`src/rtl/wb_host_master.sv`:
```
// Wishbone classic initiator that turns a command/response stream into
// single read/write transfers on the user-project slave port. It has a bus
// timeout and error status, so a hung or erroring responder cannot stall the
// command source.
module wb_host_master #(
   parameter int unsigned TIMEOUT_CYCLES = 255,
   parameter int unsigned TO_W           = 8
) (
   input  logic        wb_clk_i,
   input  logic        wb_rst_n_i,
   input  logic        cmd_valid_i,
   output logic        cmd_ready_o,
   input  logic        cmd_we_i,
   input  logic [31:0] cmd_adr_i,
   input  logic [31:0] cmd_dat_i,
   input  logic [3:0]  cmd_sel_i,
   output logic        rsp_valid_o,
   input  logic        rsp_ready_i,
   output logic [31:0] rsp_dat_o,
   output logic [1:0]  rsp_status_o,
   output logic        wbm_cyc_o,
   output logic        wbm_stb_o,
   output logic        wbm_we_o,
   output logic [3:0]  wbm_sel_o,
   output logic [31:0] wbm_adr_o,
   output logic [31:0] wbm_dat_o,
   input  logic [31:0] wbm_dat_i,
   input  logic        wbm_ack_i,
   input  logic        wbm_err_i
);

   typedef enum logic [1:0] {
      IDLE = 2'd0,
      BUS  = 2'd1,
      RESP = 2'd2
   } state_t;

   localparam logic [1:0] ST_OK  = 2'b00;
   localparam logic [1:0] ST_ERR = 2'b01;
   localparam logic [1:0] ST_TO  = 2'b10;

   // A TIMEOUT_CYCLES of zero disables the timeout, so the terminal count is unused.
   localparam bit              TO_EN     = (TIMEOUT_CYCLES != 0);
   localparam int unsigned     TO_LAST_I = TO_EN ? (TIMEOUT_CYCLES - 1) : 0;
   localparam logic [TO_W-1:0] TO_LAST   = TO_LAST_I[TO_W-1:0];

   state_t          state;
   logic [TO_W-1:0] to_cnt;
   logic            cmd_take;
   logic            to_hit;
   logic            bus_done;

   // These feed only registers, so the wbm_* inputs never reach an output combinationally.
   assign cmd_take = (state == IDLE) && cmd_valid_i && cmd_ready_o;
   assign to_hit   = TO_EN && (to_cnt == TO_LAST);
   assign bus_done = wbm_ack_i || wbm_err_i || to_hit;

   // Control FSM: handshakes, bus strobes, response status and the timeout counter.
   always_ff @(posedge wb_clk_i or negedge wb_rst_n_i) begin
      if (!wb_rst_n_i) begin
         state        <= IDLE;
         cmd_ready_o  <= 1'b0;
         wbm_cyc_o    <= 1'b0;
         wbm_stb_o    <= 1'b0;
         rsp_valid_o  <= 1'b0;
         rsp_status_o <= ST_OK;
         to_cnt       <= '0;
      end else begin
         case (state)
            IDLE: begin
               if (cmd_take) begin
                  state       <= BUS;
                  cmd_ready_o <= 1'b0;
                  wbm_cyc_o   <= 1'b1;
                  wbm_stb_o   <= 1'b1;
                  to_cnt      <= '0;
               end else begin
                  cmd_ready_o <= 1'b1;
               end
            end
            BUS: begin
               if (bus_done) begin
                  state       <= RESP;
                  wbm_cyc_o   <= 1'b0;
                  wbm_stb_o   <= 1'b0;
                  rsp_valid_o <= 1'b1;
                  to_cnt      <= '0;
                  if (wbm_ack_i) begin
                     rsp_status_o <= ST_OK;
                  end else if (wbm_err_i) begin
                     rsp_status_o <= ST_ERR;
                  end else begin
                     rsp_status_o <= ST_TO;
                  end
               end else if (TO_EN) begin
                  to_cnt <= to_cnt + TO_W'(1);
               end
            end
            RESP: begin
               if (rsp_ready_i) begin
                  state       <= IDLE;
                  rsp_valid_o <= 1'b0;
                  cmd_ready_o <= 1'b1;
               end
            end
            default: begin
               state       <= IDLE;
               cmd_ready_o <= 1'b0;
               wbm_cyc_o   <= 1'b0;
               wbm_stb_o   <= 1'b0;
               rsp_valid_o <= 1'b0;
               to_cnt      <= '0;
            end
         endcase
      end
   end

   // Datapath: latch the command onto the bus and capture read data on completion.
   always_ff @(posedge wb_clk_i or negedge wb_rst_n_i) begin
      if (!wb_rst_n_i) begin
         wbm_we_o  <= 1'b0;
         wbm_sel_o <= 4'h0;
         wbm_adr_o <= 32'h0;
         wbm_dat_o <= 32'h0;
         rsp_dat_o <= 32'h0;
      end else begin
         if (cmd_take) begin
            wbm_we_o  <= cmd_we_i;
            wbm_sel_o <= cmd_sel_i;
            wbm_adr_o <= cmd_adr_i;
            wbm_dat_o <= cmd_dat_i;
         end
         if ((state == BUS) && bus_done) begin
            rsp_dat_o <= (wbm_ack_i && !wbm_we_o) ? wbm_dat_i : 32'h0;
         end
      end
   end

endmodule

```
`config.mk`:
```
export PLATFORM = sky130hd
export DESIGN_NAME = wb_host_master
export DESIGN_NICKNAME = d
export VERILOG_FILES = /design/src/rtl/wb_host_master.sv
export SDC_FILE = /design/constraint.sdc
export NUM_CORES = 1
export LEC_CHECK = 0
export ABC_AREA = 1
export CAP_MARGIN = 20
export CORE_UTILIZATION = 45
export CTS_CLUSTER_DIAMETER = 40
export CTS_CLUSTER_SIZE = 14
export DETAILED_ROUTE_END_ITERATION = 16
export GPL_TIMING_DRIVEN = 0
export PLACE_DENSITY = 0.89
export SYNTH_ARGS = -nofsm -noshare
export SYNTH_HDL_FRONTEND = slang
export SYNTH_SLANG_ARGS = --single-unit
```
`constraint.sdc`:
```
create_clock -name wb_clk_i -period 4.5 [get_ports wb_clk_i]
set_clock_uncertainty 0.15 [all_clocks]
set_input_delay 1.125 -clock wb_clk_i [delete_from_list [all_inputs] [get_ports wb_clk_i]]
set_output_delay 1.125 -clock wb_clk_i [all_outputs]
set_load 0.1 [all_outputs]
```
======== After elaboration in Yosys (flattened, before gate mapping) ========
Index checks and enable logic that the tools add are counted.
word-level totals
  register bits after elaboration ......... 116
  output and inout bits ................... 107
  input port bits ......................... 107
  word-level logic and storage cells ...... 54
cells by class
  bitwise gates (word level) .............. 3
  muxes and demuxes ....................... 19
  reduce and logical (&&, ||, !) cells .... 14
  add/subtract/negate cells ............... 1
  equal/unequal tests ..................... 6
operators by type and width
  operator                                              count
  two-way mux 32 bit                                    1
  one-hot mux 8 bit (3 select lines)                    1
  two-way mux 8 bit                                     2
  two-way mux 2 bit                                     5
  one-hot mux 1 bit (3 select lines)                    3
  AND reduction 3 bit                                   3
  adder 8 x 1 -> 8 bit (second input constant)          1
  equality test 8 bit (second input constant)           1
  two-way mux 1 bit                                     6
  inequality test 2 bit (second input constant)         3
  one-hot mux 2 bit (3 select lines)                    1
  AND reduction 2 bit                                   3
  logical AND 1 bit                                     4
  NOT 1 bit                                             3
  equality test 2 x 1 -> 1 bit (second input constant)  1
  equality test 2 bit (second input constant)           1
  logical NOT 2 bit                                     1
  logical OR 1 bit                                      2
  logical NOT 1 bit                                     1

======== Longest topological paths before layout ========
  word-level depth ........................ 5
  gate-level depth with buffers ........... 11
  gate-level depth less buffers ........... 9

======== Worst setup path before layout ========
No wires, ideal clock.
  path kind ............................... reg2out
  start point ............................. reg wbm_stb_o
  end point ............................... out wbm_stb_o
  data required time ...................... 3.225 ns
  path slack .............................. 1.885 ns
  arrival ................................. 1.340 ns
  stages on the path, launching flop included .. 2
  buffers on the path ..................... 1
  cell sequence ........................... dfrtp_1 buf_4
RTL lines
  item                    line  text
  start, declared         22    output logic wbm_stb_o,
  start signal, assigned  64    wbm_stb_o <= 1'b0;
  start signal, assigned  75    wbm_stb_o <= 1'b1;
  start signal, assigned  85    wbm_stb_o <= 1'b0;
No word-level cell between the ends.

======== Worst setup path in the final report ========
  start point ............................. reg wbm_stb_o
  end point ............................... out wbm_stb_o
No word-level cell between the ends.

==> results.py <==
metrics = {
    "floorplan": {
        "start_util_pct": 47.3,
        "rows": 36,
        "die_y_um": 104,
        "core_area_mm2": 0.00995,
        "ios": 214,
        "die_w_um": 104,
        "die_area_mm2": 0.0109,
    },
    "clocking": {
        "holdBufCountCts": 0,
        "postCtsSetupBuffers": 0,
        "ctsResizeCount": 0,
        "clk_latency_ns": 0.49,
        "h-tree-depth": 4,
        "clk_pin_slew_worst_paths_ns": 0.06,
        "clock_sinks": 116,
        "cts_buffer_depth": 2,
        "cts_tree": "done",
        "root_buffer": "clkbuf_8",
        "cts_buffers": 17,
    },
    "yosys": {
        "synthTopCellsByCount": "nand2_1, dfrtp_1, o21ai_0, clkbuf_1, inv_1",
        "ys_warn_count": 0,
        "ys_seq_area_share_pct": 61.7,
        "synth.most_common_cell": "nand2_1",
        "synth_seq_cells": 116,
        "syn_area_mm2": 0.00471,
        "ys.flop_type": "dfrtp_1",
        "synth_edf_count": 0,
        "synthCells": 543,
        "synthesis.nets": 652,
        "synth_async_sr_flop_share_pct": 100,
        "synth_area_leader_cell": "dfrtp_1",
        "synthTopCellsByArea": "dfrtp_1, nand2_1, o21ai_0",
        "synth_top_area_share_pct": 61.7,
        "ys_types": 19,
        "synth.avg_cell_area_um2": 8.67,
    },
    "worst_hold_path": {
        "hold_path.startpoint": "wbm_adr_o[19]",
        "min_to": "wbm_adr_o[19]",
        "hold_depth": 2,
        "hold_class": "flip-flop to flip-flop",
    },
    "setup_path": {
        "r2r_end": "wbm_dat_o[6]",
        "worstSetupStartpoint": "wbm_stb_o",
        "end_kind": "output port",
        "rr_startpoint": "state[1]",
        "startpoint_type": "flip-flop",
        "cp.arrival_ns": 2.09,
        "path_class": "flip-flop to output port",
        "reg2reg_slack_ns": 2.52,
        "rr_worst_depth": 7,
        "required_ns": 3.22,
        "crit_fanout": 3,
    },
    "route": {
        "vias": 4403,
        "avgRoutedWirePerCell_um": 14.4,
        "viasPerCell": 4.79,
        "wirelength_mm": 13.3,
        "drc": 0,
        "ant_nets": 0,
        "first_pass_iters": 5,
        "drt_iter0_drc": 245,
    },
    "final_layout": {
        "final_layout_size_suffix_gt1_share_pct": 8.13,
        "register_area_mm2": 0.00290,
        "insertedDiodeCount": 0,
        "area_delta_synth_final_pct": 61.3,
        "n_fill_cell": 697,
        "final_nets": 885,
        "finalInstanceArea_mm2": 0.00760,
        "multi_input_area_mm2": 0.00161,
    },
    "timing": {
        "hold_viol_final": 0,
        "slew_violations": 0,
        "rsz0062_at_grt": "false",
        "worst_pin_slew_ns": 1.02,
        "max_clock_freq_mhz": 297,
        "finalCriticalPeriod_ns": 3.37,
        "slew_headroom_pct": 32.1,
        "setup_viol": 0,
        "final.period_utilization_pct": 74.8,
    },
    "job": {
        "drv_cap": 0,
    },
    "place": {
        "routabilityCongestion": 0.858,
        "place_area_mm2": 0.00703,
        "numPortBuffers": 213,
        "dp_hpwl_mm": 9.97,
    },
    "grt": {
        "grtUsageTotal_pct": 25.7,
        "grt_remaining_overflow": 0,
        "antenna_found_initial": 0,
        "grt_pass1_wl_mm": 21.9,
        "grt_max_degree": 64,
        "grt_pass1_vias": 4482,
    },
    "outcome": {
        "status": "complete, no violations",
    },
}
[kinds of logic after synthesis]
family / after synthesis / synth area share [%]
compound gates: 37 / 4.89
xor+xnor: 1 / 0.186
fa+ha+maj: 2 / 0.531
buf+inv: 43 / 4.12
flops: 116 / 61.7
simple gates: 344 / 28.6
[critical path, cell delays in order (launching register included)]
cell and delay (ns):
dfrtp_1 0.37, buf_4 0.11, clkdlybuf4s50_1 1.12
[worst max-delay path by stage]
stage	depth (start not counted)	slack (ns)	end
after detailed placement	7	1.42	wbm_dat_o[1]
after floorplan	1	1.89	wbm_stb_o
after CTS	2	1.11	wbm_stb_o
final	2	1.13	wbm_stb_o
after global routing	2	1.08	wbm_stb_o
after global placement	1	-2.15	wbm_dat_o[28]
[placed cells by master, fill, tap and decap left out]
cell and n:
buf_16 1, buf_2 5, buf_4 2, buf_6 3
bufinv_16 2, clkbuf_1 18, clkbuf_16 16, clkbuf_8 4
clkdlybuf4s50_1 212, clkinv_2 4, clkinv_4 2, clkinvlp_4 1
dfrtp_1 116, ha_1 2, inv_1 16, inv_2 1
nand2_1 312, nand2_2 6, nand2_4 2, nand3_1 10
nand4_1 2, nor2_1 8, nor2_2 3, nor3_1 1
o21ai_0 25, o21ai_2 12, xor2_1 1
[layout make-up]
class | instances | share of cell area [%]
sequential | 116 | 38.2
buffer | 26 | 1.71
clock inverter | 9 | 1.38
multi-input combinational | 384 | 21.2
timing repair buffer | 214 | 28.4
inverter | 17 | 0.840
clock buffer | 21 | 6.05
tap | 133 | 2.19
[flip-flops by register name (all words and copies together), names as in the netlist]
signal / cells
cmd_ready_o: 1
rsp_dat_o: 32
rsp_status_o: 2
rsp_valid_o: 1
state: 2
to_cnt: 8
wbm_adr_o: 32
wbm_dat_o: 32
wbm_sel_o: 4
wbm_stb_o: 1
wbm_we_o: 1
[metal layers]
layer  global-route usage (%)  up-vias  share of wire, %  wire (µm)
met1                     30.0     2105                41       5410
met5                        0        -                 0          0
met3                     6.95       11               6.1        808
met4                     7.76        0               1.0        133
met2                     45.7      152                52       6910
li1                         -     2135                 -          -
[stage by stage]
step | hold WS (ns) | util, % | setup TNS, ns | cells | worst slack (ns)
3_3_place_gp | 0.303 | 70.4 | -249.04 | 889 | -2.15
5_1_grt | 0.340 | 76.3 | 0 | 920 | 1.08
3_5_place_dp | 0.308 | 70.6 | 0 | 890 | 1.42
4_1_cts | 0.322 | 76.3 | 0 | 920 | 1.11
2_1_floorplan | 0.321 | - | 0 | 543 | 1.89
6_report | 0.319 | 76.3 | 0 | 920 | 1.13
Power is not shown: default switching activity piles up to over one toggle a cycle in this logic, so the estimate is an artifact.
